$ cat src/rtl/bit64_seq_subtractor.sv
// Multi-cycle WIDTH-bit subtractor d = a + ~b + 1, one SLICE-bit ripple slice per cycle.
// Define SUB_FLAGS_EN to add the registered zero/ovf result flags.
module bit64_seq_subtractor #(
    parameter int unsigned WIDTH = 64,
    parameter int unsigned SLICE = 16
) (
    input  logic             clk,
    input  logic             rst_n,
    input  logic             in_valid,
    output logic             in_ready,
    input  logic [WIDTH-1:0] a,
    input  logic [WIDTH-1:0] b,
    output logic             out_valid,
    input  logic             out_ready,
    output logic [WIDTH-1:0] d,
    output logic             borrow,
`ifdef SUB_FLAGS_EN
    output logic             zero,
    output logic             ovf,
`endif
    output logic             busy
);

    localparam int unsigned NS   = WIDTH / SLICE;
    localparam int unsigned CW   = (NS > 1) ? $clog2(NS) : 1;
    localparam logic [CW-1:0] LAST = CW'(NS - 1);

    typedef enum logic [1:0] {
        IDLE,
        RUN,
        DONE
    } state_t;

    state_t           state, state_nx;
    logic [WIDTH-1:0] a_r;
    logic [WIDTH-1:0] nb_r;
    logic [WIDTH-1:0] d_r;
    logic [WIDTH-1:0] d_nx;
    logic [CW-1:0]    cnt;
    logic             carry;

    logic [SLICE-1:0] sa;
    logic [SLICE-1:0] sb;
    logic [SLICE-1:0] ssum;
    logic [SLICE:0]   chain;
    logic             scout;
    logic             last_slice;

    assign last_slice = (state == RUN) && (cnt == LAST);

    // One SLICE-bit ripple-carry slice; b is already stored inverted.
    always_comb begin
        sa       = a_r[cnt*SLICE +: SLICE];
        sb       = nb_r[cnt*SLICE +: SLICE];
        ssum     = '0;
        chain    = '0;
        chain[0] = carry;
        for (int unsigned i = 0; i < SLICE; i++) begin
            ssum[i]    = sa[i] ^ sb[i] ^ chain[i];
            chain[i+1] = (sa[i] & sb[i]) | (chain[i] & (sa[i] ^ sb[i]));
        end
        scout = chain[SLICE];
    end

    always_comb begin
        d_nx                     = d_r;
        d_nx[cnt*SLICE +: SLICE] = ssum;
    end

    always_comb begin
        state_nx = state;
        in_ready = 1'b0;
        busy     = 1'b0;
        case (state)
            IDLE: begin
                in_ready = 1'b1;
                if (in_valid) begin
                    state_nx = RUN;
                end
            end
            RUN: begin
                busy = 1'b1;
                if (cnt == LAST) begin
                    state_nx = DONE;
                end
            end
            DONE: begin
                busy = 1'b1;
                if (out_ready) begin
                    state_nx = IDLE;
                end
            end
            default: state_nx = IDLE;
        endcase
    end

    always_ff @(posedge clk or negedge rst_n) begin
        if (!rst_n) begin
            state     <= IDLE;
            a_r       <= '0;
            nb_r      <= '0;
            d_r       <= '0;
            cnt       <= '0;
            carry     <= 1'b0;
            borrow    <= 1'b0;
            out_valid <= 1'b0;
        end else begin
            state <= state_nx;
            case (state)
                IDLE: begin
                    if (in_valid) begin
                        a_r   <= a;
                        nb_r  <= ~b;
                        carry <= 1'b1;
                        cnt   <= '0;
                    end
                end
                RUN: begin
                    d_r   <= d_nx;
                    carry <= scout;
                    cnt   <= cnt + CW'(1);
                    if (cnt == LAST) begin
                        borrow    <= ~scout;
                        out_valid <= 1'b1;
                    end
                end
                DONE: begin
                    if (out_ready) begin
                        out_valid <= 1'b0;
                    end
                end
                default: ;
            endcase
        end
    end

    assign d = d_r;

`ifdef SUB_FLAGS_EN
    // Signed overflow: operand signs differ (nb_r holds ~b) and result sign differs from a.
    always_ff @(posedge clk or negedge rst_n) begin
        if (!rst_n) begin
            zero <= 1'b0;
            ovf  <= 1'b0;
        end else if (last_slice) begin
            zero <= (d_nx == '0);
            ovf  <= (a_r[WIDTH-1] == nb_r[WIDTH-1]) && (ssum[SLICE-1] != a_r[WIDTH-1]);
        end
    end
`endif

endmodule
$ cat config.mk
export PLATFORM = sky130hd
export DESIGN_NAME = bit64_seq_subtractor
export DESIGN_NICKNAME = d
export VERILOG_FILES = /design/src/rtl/bit64_seq_subtractor.sv
export SDC_FILE = /design/constraint.sdc
export NUM_CORES = 1
export LEC_CHECK = 0
export CORE_ASPECT_RATIO = 1.25
export CORE_MARGIN = 2
export CORE_UTILIZATION = 45
export CTS_CLUSTER_SIZE = 28
export DETAILED_ROUTE_END_ITERATION = 10
export PLACE_DENSITY = 0.75
export RECOVER_POWER = 100
export SLEW_MARGIN = 20
export SYNTH_ARGS = -nofsm -noshare
export SYNTH_HDL_FRONTEND = slang
export SYNTH_SLANG_ARGS = --single-unit
$ cat constraint.sdc
create_clock -name clk -period 7.6 [get_ports clk]
set_clock_uncertainty 0.15 [all_clocks]
set_input_delay 1.52 -clock clk [delete_from_list [all_inputs] [get_ports clk]]
set_output_delay 1.52 -clock clk [all_outputs]
set_load 0.01 [all_outputs]
==> results of run 1 <==
## final timing paths
path	start	to	slack [ns]	depth (start not counted)
worst max register to register	cnt[0]	d[47]	0.27	23
worst min-delay path	d[23]	d[23]	0.32	2
worst max-delay path	cnt[0]	d[47]	0.27	23
worst min register to register	d[23]	d[23]	0.32	2
min in group asynchronous	rst_n	a_r[52]	1.93	1
max in group asynchronous	rst_n	cnt[1]	2.17	2
## sequential cells by signal, summed over array words and instances (netlist names)
register / cells
borrow: 1
out_valid: 1
nb_r: 64
cnt: 2
a_r: 64
state: 2
carry: 1
d: 64
## layout make-up
| type | count | area (um2) | share of cell area (%) |
|---|---|---|---|
| flip-flops and latches | 199 | 4980 | 44.2 |
| multi-input cells | 401 | 3220 | 28.6 |
| repair buffers | 205 | 2030 | 18.0 |
| clock buffers | 25 | 505 | 4.49 |
| well taps | 232 | 290 | 2.58 |
| inverters | 38 | 143 | 1.27 |
| clock inverters | 6 | 90.1 | 0.800 |
## logic make-up after synthesis
kind of cell,after synthesis,share of synthesized area (%)
buffers and inverters,76,4.64
and+or+nand+nor,142,6.69
DFF,199,57.5
muxes,99,17.2
adders and majority gates,25,5.00
AOI/OAI and AO/OA,135,8.96
## routing by layer
| metal | GRT usage (%) | part of all wire, % | vias up |
|---|---|---|---|
| li1 | - | - | 2706 |
| met1 | 27.1 | 42 | 2851 |
| met2 | 35.3 | 50 | 198 |
| met3 | 4.40 | 5.2 | 33 |
| met4 | 7.39 | 2.2 | 2 |
| met5 | 0 | 0.064 | - |
## power by group
part	internal [mW]	total (mW)	switching, mW
Clock	0.528	0.910	0.382
Sequential	1.52	1.76	0.249
Combinational	1.10	2.33	1.22
## synthesized netlist by cell type
cell      number  area (um2)
and3_1         2        12.5
buf_2          7        35.0
buf_8          1        15.0
a31oi_1        4        25.0
o21ai_1       11        55.1
or3_4          2        22.5
fa_1          16         320
nand2b_1       4        25.0
a22o_1        12         105
nand2_1      128         480
mux4_1         5         131
nand3_2        1        10.0
buf_4          1        7.51
and3b_1        1        8.76
nand3_1        2        10.0
a32oi_1        1        8.76
buf_12         2        40.0
mux2i_1        2        20.0
ha_1           9         113
a32o_1         1        10.0
o21ai_0       95         475
nor3_1         2        10.0
buf_6          8        90.1
buf_1          4        15.0
o21ai_2       11        96.3
mux2_2        65         732
inv_1         38         143
mux4_2        27         608
dfrtp_1      199        4980
clkbuf_1      15        56.3
## placed cells by master (no fill, tap or decap), types with 3 or more instances in the layout
master,n
ha_1,9
nand2b_1,4
a31oi_1,4
fa_1,16
clkinvlp_4,4
nand3_1,3
clkbuf_16,17
clkbuf_8,5
clkdlybuf4s50_1,128
dfrtp_1,197
dlygate4sd3_1,70
clkbuf_1,3
clkbuf_2,3
nand2_1,128
a22o_1,12
inv_1,38
mux4_1,5
mux4_2,27
buf_4,4
o21ai_0,116
mux2_2,65
## stage by stage
step | instance area (um2) | worst slack [ns] | utilization, %
CTS | 11300 | 0.258 | 60.2
global route | 11300 | 0.0325 | 59.7
floorplan | 8660 | 0.416 | -
global placement | 10700 | 0.396 | 57.0
detailed placement | 10700 | 0.299 | 57.0
finish | 11300 | 0.274 | 59.7
## worst max-delay path: cells and delay by family (launching register included)
family	cells	cell delay (ns)
buffers and inverters	5	0.32
flip-flops	1	0.46
multiplexers	1	0.34
adder cells (fa/ha/maj)	16	5.78
AO/OA/AOI/OAI	1	0.11
==> impl_metrics.env, run 1 <==
export IMPL_yosysWarnings=0
export IMPL_cp_end_kind="flip-flop"
export IMPL_report_final_slew_viol_count=397
export IMPL_holdWs_ns=0.322
export IMPL_grt_max_degree=132
export IMPL_setup_tns_ns=0
export IMPL_dp_cells=1075
export IMPL_cp_arrival_ns=7.46
export IMPL_yosysUniqueCellTypes=30
export IMPL_drt_initial_drc_count=462
export IMPL_nets=1019
export IMPL_rsz0062_at_grt="false"
export IMPL_antenna_found_initial=1
export IMPL_clkTransAtPathRegs_ns=0.07
export IMPL_finalHoldViolCount=0
export IMPL_cts_tree="yes"
export IMPL_start_util_pct=46.0
export IMPL_die_area_mm2=0.0204
export IMPL_avgRoutedWirePerCell_um=18.4
export IMPL_synth_seq_area_share_pct=57.5
export IMPL_pin_count=200
export IMPL_cts_max_path_buffers=2
export IMPL_crit_chain="mux4_2 > inv_1 > fa_1 > fa_1 > fa_1 > fa_1 > fa_1 > fa_1 > fa_1 > fa_1 > fa_1 > fa_1 > fa_1 > inv_1 > fa_1 > fa_1 > inv_1 > fa_1 > inv_1 > fa_1 > inv_1 > fa_1 > o21ai_0"
export IMPL_area_growth_pct=30.0
export IMPL_overflow=0
export IMPL_grt_pass1_wl_um=32600
export IMPL_cts_root_buffer="clkbuf_16"
export IMPL_insertion_delay_ns=0.43
export IMPL_min_period_over_period_pct=96.4
export IMPL_fin_cells=1106
export IMPL_outcome="finished with violations"
export IMPL_path_max_fanout=5
export IMPL_finalSetupViolCount=0
export IMPL_core_area_mm2=0.0188
export IMPL_fmax_mhz=136
export IMPL_vias_per_cell=5.24
export IMPL_relSlewSlack_pct=-116
export IMPL_grtUsageTotal_pct=21.0
export IMPL_min_path_type="flip-flop to flip-flop"
export IMPL_path_common_cell="fa_1"
export IMPL_final_antenna_net_count=0
export IMPL_required_ns=7.73
export IMPL_num_rows=56
export IMPL_avgSynthCellArea_um2=12.8
export IMPL_final_layout_size_suffix_gt1_share_pct=14.8
export IMPL_synth_nets=833
export IMPL_slowest_stage="fa_1"
export IMPL_die_x_um=128
export IMPL_ys_ff_latch=199
export IMPL_dr_pass1_iters=4
export IMPL_dpl_hpwl_um=14600
export IMPL_maxCapViolCount=4
export IMPL_ir_drop_mv=0.201
export IMPL_drc_errors=0
export IMPL_syn_inst=676
export IMPL_period_needed_ns=7.33
export IMPL_hold_buffers=0
export IMPL_p_total_mw=5.00
export IMPL_p_per_area_mw_per_mm2=444
export IMPL_die_h_um=159
export IMPL_cts_made_buffers=17
export IMPL_h_tree_depth=4
export IMPL_routed_wl_um=20400
export IMPL_tightest_slew_ns=3.23
export IMPL_vias=5790
export IMPL_netlist_area_mm2=0.00866
export IMPL_criticalPathCategory="flip-flop to flip-flop"
export IMPL_clkSinkCount=199
export IMPL_fillCellCount=1554
export IMPL_diodes=0
export IMPL_violations="capacitance limit, slew limit"
export IMPL_cts_resized=0
export IMPL_grt_pass1_vias=6137
export IMPL_leakage_nw=5.07
export IMPL_port_buffers=199
export IMPL_cp_start_kind="flip-flop"
export IMPL_gp_congestion=0.770
export IMPL_slowest_delay_ns=0.53
export IMPL_post_cts_buffers=0
Note: power is estimated with default switching activity, not from simulation.
==> inputs of run 2 (changes only) <==
--- a/config.mk
+++ b/config.mk
@@ -5,6 +5,7 @@
 export SDC_FILE = /design/constraint.sdc
 export NUM_CORES = 1
 export LEC_CHECK = 0
+export CAP_MARGIN = 40
 export CORE_ASPECT_RATIO = 1.25
 export CORE_MARGIN = 2
 export CORE_UTILIZATION = 45
@@ -12,6 +13,7 @@
 export DETAILED_ROUTE_END_ITERATION = 10
 export PLACE_DENSITY = 0.75
 export RECOVER_POWER = 100
+export SKIP_LAST_GASP = 1
 export SLEW_MARGIN = 20
 export SYNTH_ARGS = -nofsm -noshare
 export SYNTH_HDL_FRONTEND = slang
==> run 2 against run 1 <==
Effect of this change:
- the flow still finishes with violations (capacitance limit, slew limit)
- sequential share of layout area down 0.26 points
- critical path depth unchanged
- count of clock-buffer cells in the layout down 3
- fmax barely moved
- critical path type unchanged
- critical endpoint unchanged
- total power rose by 0.59%
- highest routed layer is now met4
- non-clock buffer count is 4 higher
- hold slack improved by 0.00092 ns
- register-to-register slack hardly changed
- routed wire length rose by 0.21%
- largest power group unchanged
- worst setup slack worse by 0.0042 ns
==> impl_metrics.env, run 2 (same netlist as run 1, synthesis figures left out) <==
export IMPL_outcome="finished with violations"
export IMPL_violations="capacitance limit, slew limit"
export IMPL_path_max_fanout=5
export IMPL_ir_drop_mv=0.239
export IMPL_cts_resized=0
export IMPL_postLayoutSetupSlackWorst_ns=0.270
export IMPL_cp_end_kind="flip-flop"
export IMPL_leakage_nw=5.11
export IMPL_die_x_um=128
export IMPL_min_path_type="flip-flop to flip-flop"
export IMPL_hold_buffers=0
export IMPL_cp_arrival_ns=7.46
export IMPL_vias_per_cell=5.21
export IMPL_finalHoldViolCount=0
export IMPL_p_per_area_mw_per_mm2=444
export IMPL_overflow=0
export IMPL_fin_cells=1110
export IMPL_insertion_delay_ns=0.43
export IMPL_final_common_cell="dfrtp_1"
export IMPL_start_util_pct=46.0
export IMPL_report_final_slew_viol_count=206
export IMPL_dpl_hpwl_um=15100
export IMPL_clkSinkCount=199
export IMPL_cts_max_path_buffers=2
export IMPL_cp_start_kind="flip-flop"
export IMPL_drt_initial_drc_count=341
export IMPL_place_area_mm2=0.0108
export IMPL_holdWs_ns=0.323
export IMPL_h_tree_depth=4
export IMPL_slowest_delay_ns=0.54
export IMPL_design_area_mm2=0.0113
export IMPL_gp_congestion=0.770
export IMPL_setup_tns_ns=0
export IMPL_relSlewSlack_pct=-110
export IMPL_dp_cells=1078
export IMPL_die_area_mm2=0.0204
export IMPL_num_rows=56
export IMPL_grt_pass1_vias=6132
export IMPL_postLayoutCoreUtil_pct=60.1
export IMPL_rsz0062_at_grt="false"
export IMPL_criticalPathCategory="flip-flop to flip-flop"
export IMPL_routed_wl_um=20400
export IMPL_post_cts_buffers=0
export IMPL_nets=1023
export IMPL_crit_chain="mux4_2 > inv_1 > fa_1 > fa_1 > fa_1 > fa_1 > fa_1 > fa_1 > fa_1 > fa_1 > fa_1 > fa_1 > fa_1 > inv_1 > fa_1 > fa_1 > inv_1 > fa_1 > inv_1 > fa_1 > inv_1 > fa_1 > o21ai_0"
export IMPL_path_buf_inv=5
export IMPL_vias=5788
export IMPL_drc_errors=0
export IMPL_path_delay_family="adder cells"
export IMPL_dr_pass1_iters=4
export IMPL_avgRoutedWirePerCell_um=18.4
export IMPL_path_common_cell="fa_1"
export IMPL_post_place_ws_ns=0.328
export IMPL_required_ns=7.73
export IMPL_maxCapViolCount=3
export IMPL_pin_count=200
export IMPL_fillCellCount=1532
export IMPL_final_antenna_net_count=0
export IMPL_min_period_over_period_pct=96.5
export IMPL_grtUsageTotal_pct=21.3
export IMPL_clkTransAtPathRegs_ns=0.06
export IMPL_cts_tree="yes"
export IMPL_cts_root_buffer="clkbuf_16"
export IMPL_antenna_found_initial=1
export IMPL_final_layout_size_suffix_gt1_share_pct=14.8
export IMPL_grt_max_degree=90
export IMPL_slowest_stage="fa_1"
export IMPL_period_needed_ns=7.33
export IMPL_core_area_mm2=0.0188
export IMPL_cts_made_buffers=17
export IMPL_final_cell_mix="197 x dfrtp_1, 128 x nand2_1, 128 x clkdlybuf4s50_1, 115 x o21ai_0, 70 x dlygate4sd3_1"
export IMPL_finalSetupViolCount=0
export IMPL_p_total_mw=5.03
export IMPL_grt_pass1_wl_um=33100
export IMPL_fmax_mhz=136
export IMPL_r2r_slack_ns=0.27
export IMPL_tightest_slew_ns=3.15
export IMPL_die_h_um=159
export IMPL_port_buffers=199
export IMPL_area_growth_pct=30.8
-- run 2: routing by layer --
metal	GRT usage, %	routed length (um)	up-vias
met5	0	0	-
met4	6.89	368	0
met3	4.54	988	27
met2	35.6	10400	182
met1	27.9	8720	2872
li1	-	-	2707
-- run 2: power breakdown --
part           leakage (nW)  total, mW  switching (mW)  internal (mW)
logic                  2.31       2.32            1.23           1.09
registers              2.50       1.76           0.244           1.51
clock network         0.302      0.954           0.381          0.573
-- run 2: cell type report --
cell class                      count  area, um2  area share [%]
Antenna cell                        1       2.50          0.0221
Clock buffer                       22        474            4.19
Clock inverter                      8        146            1.29
Inverter                           38        143            1.26
Multi-Input combinational cell    401       3220            28.5
Sequential cell                   199       4980            44.0
Tap cell                          232        290            2.56
Timing Repair Buffer              209       2070            18.2
-- run 2: tightest hold or removal path: cells and delay by family, from the launching register on --
kind | cells | cell delay, ns
simple gates | 1 | 0.04
compound gates | 1 | 0.06
flops | 1 | 0.34
-- run 2: final timing paths --
check,from,to,depth (start not counted)
setup / recovery,cnt[0],d[47],23
hold / removal,d[23],d[23],2
setup reg to reg,cnt[0],d[47],23
hold reg to reg,d[23],d[23],2
max in group asynchronous,rst_n,nb_r[10],2
min in group asynchronous,rst_n,d[19],1
